===== src/rtl/tank_turn_ctrl.sv =====
// rtl/tank_turn_ctrl.sv - turn sequencing and game state for a two-tank artillery game
//
// Purpose:
//    Holds both tanks' x positions, aim angles and scores and runs the turn
//    sequence IDLE -> AIM -> LAUNCH -> FLIGHT -> SWAP -> AIM (or OVER).
//    A shot is offered to the projectile block over shot_valid/shot_ready,
//    then the block waits for shot_done/shot_hit.
//    Optional feature macro: TURN_TIMEOUT_EN (AIM-state turn timeout of
//    TURN_CYCLES cycles; without it AIM waits indefinitely).
//
// Ports:
//    clk, reset                         clock, asynchronous active-low reset
//    left_x, right_x                    move pulses for the active tank
//    left_aim, right_aim                angle down/up pulses
//    shoot_in                           fire pulse
//    new_game                           restart strobe (overrides all events)
//    shot_ready, shot_done, shot_hit    projectile block handshake/result
//    shot_valid, shot_x, shot_angle,
//    shot_dir                           shot offer and its payload
//    p0_x, p1_x, p0_angle, p1_angle,
//    p0_score, p1_score                 per-player state
//    active_player, game_over, winner   turn and game status
module tank_turn_ctrl #(
   parameter int X_INIT0     = 2,
   parameter int X_INIT1     = 13,
   parameter int ANGLE_MAX   = 7,
   parameter int MOVE_BUDGET = 3,
   parameter int WIN_SCORE   = 5,
   parameter int TURN_CYCLES = 1000
) (
   input  logic       clk,
   input  logic       reset,
   input  logic       left_x,
   input  logic       right_x,
   input  logic       left_aim,
   input  logic       right_aim,
   input  logic       shoot_in,
   input  logic       new_game,
   input  logic       shot_ready,
   input  logic       shot_done,
   input  logic       shot_hit,
   output logic       shot_valid,
   output logic [3:0] shot_x,
   output logic [2:0] shot_angle,
   output logic       shot_dir,
   output logic [3:0] p0_x,
   output logic [3:0] p1_x,
   output logic [2:0] p0_angle,
   output logic [2:0] p1_angle,
   output logic [2:0] p0_score,
   output logic [2:0] p1_score,
   output logic       active_player,
   output logic       game_over,
   output logic       winner
);

   localparam logic [3:0] X0     = 4'(X_INIT0);
   localparam logic [3:0] X1     = 4'(X_INIT1);
   localparam logic [2:0] ANG0   = 3'(ANGLE_MAX / 2);
   localparam logic [2:0] AMAX   = 3'(ANGLE_MAX);
   localparam logic [2:0] BUDGET = 3'(MOVE_BUDGET);
   localparam logic [2:0] WIN    = 3'(WIN_SCORE);

   typedef enum logic [2:0] {IDLE, AIM, LAUNCH, FLIGHT, SWAP, OVER} state_t;

   state_t     state, state_d;
   logic [2:0] moves_left, moves_left_d;
   logic       shot_valid_d, shot_dir_d, active_d, game_over_d, winner_d;
   logic [3:0] shot_x_d, p0_x_d, p1_x_d;
   logic [2:0] shot_angle_d, p0_angle_d, p1_angle_d, p0_score_d, p1_score_d;

   // Active/opponent views so the move/aim/score logic is written once.
   logic [3:0] act_x, opp_x, move_x;
   logic [2:0] act_angle, act_score, aim_angle, score_inc;
   logic       move_ok;

   assign act_x     = active_player ? p1_x : p0_x;
   assign opp_x     = active_player ? p0_x : p1_x;
   assign act_angle = active_player ? p1_angle : p0_angle;
   assign act_score = active_player ? p1_score : p0_score;

   // A move is legal only if it stays on the 0..15 field and does not land
   // on the opponent; the budget is checked separately.
   assign move_x  = left_x ? (act_x - 4'd1) : (act_x + 4'd1);
   assign move_ok = left_x ? ((act_x != 4'd0)  && (move_x != opp_x))
                           : ((act_x != 4'd15) && (move_x != opp_x));

   assign aim_angle = right_aim ? ((act_angle == AMAX) ? act_angle : act_angle + 3'd1)
                                : ((act_angle == 3'd0) ? act_angle : act_angle - 3'd1);

   assign score_inc = (act_score == 3'd7) ? act_score : act_score + 3'd1;

`ifdef TURN_TIMEOUT_EN
   localparam int TCW = (TURN_CYCLES > 2) ? $clog2(TURN_CYCLES) : 1;
   localparam logic [TCW-1:0] TC_LAST = TCW'(TURN_CYCLES - 1);

   logic [TCW-1:0] turn_cnt;

   // Counts cycles spent in AIM; any entry into AIM (including a new_game
   // restart while already in AIM) starts again from zero.
   always_ff @(posedge clk or negedge reset) begin
      if (!reset) begin
         turn_cnt <= '0;
      end else if (state == AIM && state_d == AIM && !new_game) begin
         turn_cnt <= turn_cnt + 1'b1;
      end else begin
         turn_cnt <= '0;
      end
   end
`endif

   always_comb begin
      state_d      = state;
      moves_left_d = moves_left;
      shot_valid_d = shot_valid;
      shot_x_d     = shot_x;
      shot_angle_d = shot_angle;
      shot_dir_d   = shot_dir;
      p0_x_d       = p0_x;
      p1_x_d       = p1_x;
      p0_angle_d   = p0_angle;
      p1_angle_d   = p1_angle;
      p0_score_d   = p0_score;
      p1_score_d   = p1_score;
      active_d     = active_player;
      game_over_d  = game_over;
      winner_d     = winner;

      case (state)
         IDLE: ;
         AIM: begin
            if (shoot_in) begin
               state_d      = LAUNCH;
               shot_valid_d = 1'b1;
               shot_x_d     = act_x;
               shot_angle_d = act_angle;
               shot_dir_d   = active_player;
`ifdef TURN_TIMEOUT_EN
            end else if (turn_cnt == TC_LAST) begin
               state_d = SWAP;
`endif
            end else if (left_x || right_x) begin
               // Any move pulse claims the cycle; aim pulses are dropped and
               // left+right together does nothing.
               if ((left_x != right_x) && (moves_left != 3'd0) && move_ok) begin
                  if (active_player) p1_x_d = move_x;
                  else               p0_x_d = move_x;
                  moves_left_d = moves_left - 3'd1;
               end
            end else if (left_aim != right_aim) begin
               if (active_player) p1_angle_d = aim_angle;
               else               p0_angle_d = aim_angle;
            end
         end
         LAUNCH: begin
            if (shot_ready) begin
               shot_valid_d = 1'b0;
               state_d      = FLIGHT;
            end
         end
         FLIGHT: begin
            if (shot_done) begin
               state_d = SWAP;
               if (shot_hit) begin
                  if (active_player) p1_score_d = score_inc;
                  else               p0_score_d = score_inc;
                  if (score_inc == WIN) begin
                     state_d     = OVER;
                     game_over_d = 1'b1;
                     winner_d    = active_player;
                  end
               end
            end
         end
         SWAP: begin
            active_d     = ~active_player;
            moves_left_d = BUDGET;
            state_d      = AIM;
         end
         OVER: ;
         default: state_d = IDLE;
      endcase

      if (new_game) begin
         state_d      = AIM;
         moves_left_d = BUDGET;
         shot_valid_d = 1'b0;
         shot_x_d     = 4'd0;
         shot_angle_d = 3'd0;
         shot_dir_d   = 1'b0;
         p0_x_d       = X0;
         p1_x_d       = X1;
         p0_angle_d   = ANG0;
         p1_angle_d   = ANG0;
         p0_score_d   = 3'd0;
         p1_score_d   = 3'd0;
         active_d     = 1'b0;
         game_over_d  = 1'b0;
         winner_d     = 1'b0;
      end
   end

   always_ff @(posedge clk or negedge reset) begin
      if (!reset) begin
         state         <= IDLE;
         moves_left    <= BUDGET;
         shot_valid    <= 1'b0;
         shot_x        <= 4'd0;
         shot_angle    <= 3'd0;
         shot_dir      <= 1'b0;
         p0_x          <= X0;
         p1_x          <= X1;
         p0_angle      <= ANG0;
         p1_angle      <= ANG0;
         p0_score      <= 3'd0;
         p1_score      <= 3'd0;
         active_player <= 1'b0;
         game_over     <= 1'b0;
         winner        <= 1'b0;
      end else begin
         state         <= state_d;
         moves_left    <= moves_left_d;
         shot_valid    <= shot_valid_d;
         shot_x        <= shot_x_d;
         shot_angle    <= shot_angle_d;
         shot_dir      <= shot_dir_d;
         p0_x          <= p0_x_d;
         p1_x          <= p1_x_d;
         p0_angle      <= p0_angle_d;
         p1_angle      <= p1_angle_d;
         p0_score      <= p0_score_d;
         p1_score      <= p1_score_d;
         active_player <= active_d;
         game_over     <= game_over_d;
         winner        <= winner_d;
      end
   end

endmodule


===== config.mk =====
export PLATFORM = sky130hd
export DESIGN_NAME = tank_turn_ctrl
export DESIGN_NICKNAME = d
export VERILOG_FILES = /design/src/rtl/tank_turn_ctrl.sv
export SDC_FILE = /design/constraint.sdc
export NUM_CORES = 1
export LEC_CHECK = 0
export BUFFER_PORTS_ARGS = -buffer_cell sky130_fd_sc_hd__clkbuf_2
export CAP_MARGIN = 20
export CORE_MARGIN = 1
export CORE_UTILIZATION = 60
export CTS_BUF_LIST = sky130_fd_sc_hd__clkbuf_4 sky130_fd_sc_hd__clkbuf_8
export CTS_CLUSTER_SIZE = 16
export DETAILED_ROUTE_END_ITERATION = 8
export PLACE_DENSITY = 0.85
export SETUP_SLACK_MARGIN = 0.1
export SLEW_MARGIN = 20
export SYNTH_ARGS = -nofsm -noshare
export SYNTH_HDL_FRONTEND = slang
export SYNTH_SLANG_ARGS = --single-unit

===== constraint.sdc =====
create_clock -name clk -period 5.3 [get_ports clk]
set_clock_uncertainty 0.2 [all_clocks]
set_input_delay 0.265 -clock clk [delete_from_list [all_inputs] [get_ports clk]]
set_output_delay 0.265 -clock clk [all_outputs]
set_load 0.005 [all_outputs]

==> run metrics <==
Worst R2R Path Depth 9; hold path start shot_ready; Cell Area, Placed 2630 µm²; mux contribution to synthesized area 11.5%; post-CTS sizing 0; Final period util 67.3%; Synth Area in Compound Gates 13.2%; final std cells w/o fill 342; Crit path required time 5.28 ns; CP max FO 16; Setup CP Type reg2reg; routed vias/inst 5.95; Worst setup SP type flop; H-tree depth 2; Max VDD drop 0.208 mV; Die W 65.6 µm; Adder-Cell Fraction of Synth Area 6.49%; PnR worst setup slack 1.73 ns; overflow left after global routing 0; Area Overhead vs Synth 12.7%; CTS max path bufs 2; multi-input logic area 1330 µm²; placed cells 333; fin. max-slew vios 0; initial drt markers 122; Mapped Nets 278; post-synthesis xor/xnor area fraction 3.55%; pwr dens 307 nW/µm²; Pre-antenna DRT Iters 4; Hold WC Path Type in2reg; Die Area 4310 µm²; Die Span Y 65.6 µm; Post-synth top flop dfrtp_1; RSZ-0062 raised after global routing false; Area contributors post-synth dfrtp_1 (29%), dfstp_2 (11%), ha_1 (5.7%); YS warnings 0; # clock sinks 38; Final Core Density 72.6%; Reg area 963 µm²; status finished clean; DRC viols 0; initial antenna violation count 0; GRT Overall Usage 28.1%; initial core utilization 64.4%; main combinational cell family by area after synthesis simple AND/OR/NAND/NOR gates; Post-layout nets 316; area leader, netlist dfrtp_1; mean post-synth cell area 9.52 µm²; worst slack, placed 1.81 ns; clk_lat worst skew 0.30 ns; crit path from active_player; Routed Wire Length 5430 µm; post-synthesis cell count 255; layout cells sized above 1 26.9%; Slew @ Worst Pin 0.941 ns; TritonCTS Buffers 5; post-synth design cell area 2430 µm²; Post-synth EDFFs 0; IO buf count 42; clock root buffer clkbuf_8; Synth Area in Simple Gates 19.9%; Detail Placement HPWL 3760 µm; Placeable Area 3770 µm²; CP Capture Type flop; Antenna Violating Nets Remaining 0; CTS tree built; fmax 280 MHz; clk slew on worst S/H paths 0.07 ns; max cap viols 0; largest net degree at the start of global routing 49; FF-to-FF End p0_x[2]; # IOs 43; fin area 2740 µm²; WL per Instance 15.9 µm; final setup TNS 0 ns; flops & latches, synth 38; part of the Yosys area used for sequential elements 39.7%; cell leakage power 1.30 nW; Fin. Hold Viols 0; placer congestion estimate 0.860; r2r setup slk 1.73 ns; vias in the first global route 1977; setup violators final 0; CP endpoint p0_x[2]; fill count 287; min cycle time layout 3.57 ns; Yosys top cell area share 28.9%; Async SR Flop Fraction 100%; first-pass GRT wire length 9130 µm; Critical Path AT 3.55 ns; Distinct cells, synth 52; FF-to-FF Start active_player; FP Rows 22; via count 2036; Rel. slew slack 37.3%; diode count 0
state kept, by name (all words and copies together) (netlist names):
register,count
shot_x,4
shot_dir,1
p1_angle,3
p1_x,4
active_player,1
state,3
p0_angle,3
moves_left,3
p1_score,3
p0_score,3
shot_valid,1
game_over,1
p0_x,4
winner,1
shot_angle,3
cell type report:
cell class	instances	area share, %
inverters	17	2.33
clock buffers	7	3.29
clock inverters	1	0.183
multi-input cells	187	48.5
flip-flops and latches	38	35.2
repair buffers	44	8.32
well taps	48	2.19
cell families after synthesis:
group                    Yosys count
AO/OA/AOI/OAI                     49
XOR/XNOR                           9
AND/OR/NAND/NOR                   92
adder cells (fa/ha/maj)           12
multiplexers                      25
flip-flops                        38
buffers and inverters             30
synth_stat cells (all sizes together) (2+ instances only):
cell	n
nand4	4
a21o	2
mux2	10
nor2b	5
ha	11
clkbuf	6
nand3	6
buf	7
o21ai	8
or2	2
mux2i	15
xnor2	7
nand3b	2
o211ai	2
a22o	2
xor2	2
dfrtp	28
a31oi	3
a21oi	14
a221o	2
dfstp	10
a211oi	9
inv	17
nor3	12
nor2	29
and2	2
nor3b	9
nand2	14
layout by cell type, fill, tap and decap left out, types with 2 or more instances in the layout:
| master | count |
|---|---|
| nand4_1 | 4 |
| a31oi_1 | 3 |
| ha_1 | 11 |
| clkbuf_2 | 42 |
| mux2_2 | 10 |
| a211oi_1 | 9 |
| a221o_1 | 2 |
| nor3b_1 | 8 |
| mux2i_1 | 13 |
| nor2_1 | 29 |
| nand2_1 | 14 |
| or2_2 | 2 |
| dfstp_2 | 10 |
| a21o_1 | 2 |
| nor2b_1 | 5 |
| xnor2_1 | 6 |
| nand3b_1 | 2 |
| o21ai_0 | 7 |
| dfrtp_1 | 28 |
| a22o_1 | 2 |
| xor2_1 | 2 |
| clkbuf_8 | 6 |
| inv_1 | 17 |
| nor3_1 | 10 |
| a21oi_1 | 14 |
| nor3_2 | 2 |
| nand3_1 | 6 |
| o211ai_1 | 2 |
worst max-delay path: stages (launching register included):
cell	delay, ns
dfrtp_1	0.55
mux2i_1	0.35
inv_1	0.13
fa_1	0.39
xnor2_1	0.31
xnor2_1	0.19
nand4_1	0.15
mux2i_2	0.64
nor3_2	0.16
a221o_1	0.36
worst min-delay path by stage:
stage                         end  slack, ns  cells past startpoint
finish                 shot_valid       0.13                      4
global route             state[2]       0.15                      3
CTS                      state[2]       0.12                      3
detailed placement        p1_x[1]       0.24                      1
global placement          p1_x[1]       0.24                      1
floorplan           active_player      -0.23                      0
timing repair:
| action | 4_1_cts | 5_1_grt |
|---|---|---|
| hold buffers | 1 | 0 |
| buffers inserted | 0 | 0 |
| endpoints found under the hold margin | 28 | 0 |
power breakdown:
| group | leakage (nW) | internal (W) | switching (W) | total [W] |
|---|---|---|---|---|
| Combinational | 0.771 | 0.000116 | 0.000142 | 0.000259 |
| Clock | 0.0517 | 0.000110 | 0.000104 | 0.000214 |
| Sequential | 0.480 | 0.000333 | 0.0000349 | 0.000368 |
per-stage QoR:
step	power [W]	hold slack, ns
after floorplan	0.000547	-0.231
after global placement	0.000613	0.242
after detailed placement	0.000625	0.242
after CTS	0.000845	0.124
after global routing	0.000889	0.148
final	0.000840	0.132
metal layers:
| layer | track usage [%] | routed length (µm) |
|---|---|---|
| met1 | 34.8 | 2290 |
| met2 | 46.7 | 2730 |
| met3 | 4.69 | 249 |
| met4 | 14.1 | 159 |
| met5 | 0 | 0 |
No activity file was read; power rests on OpenSTA's default activity.
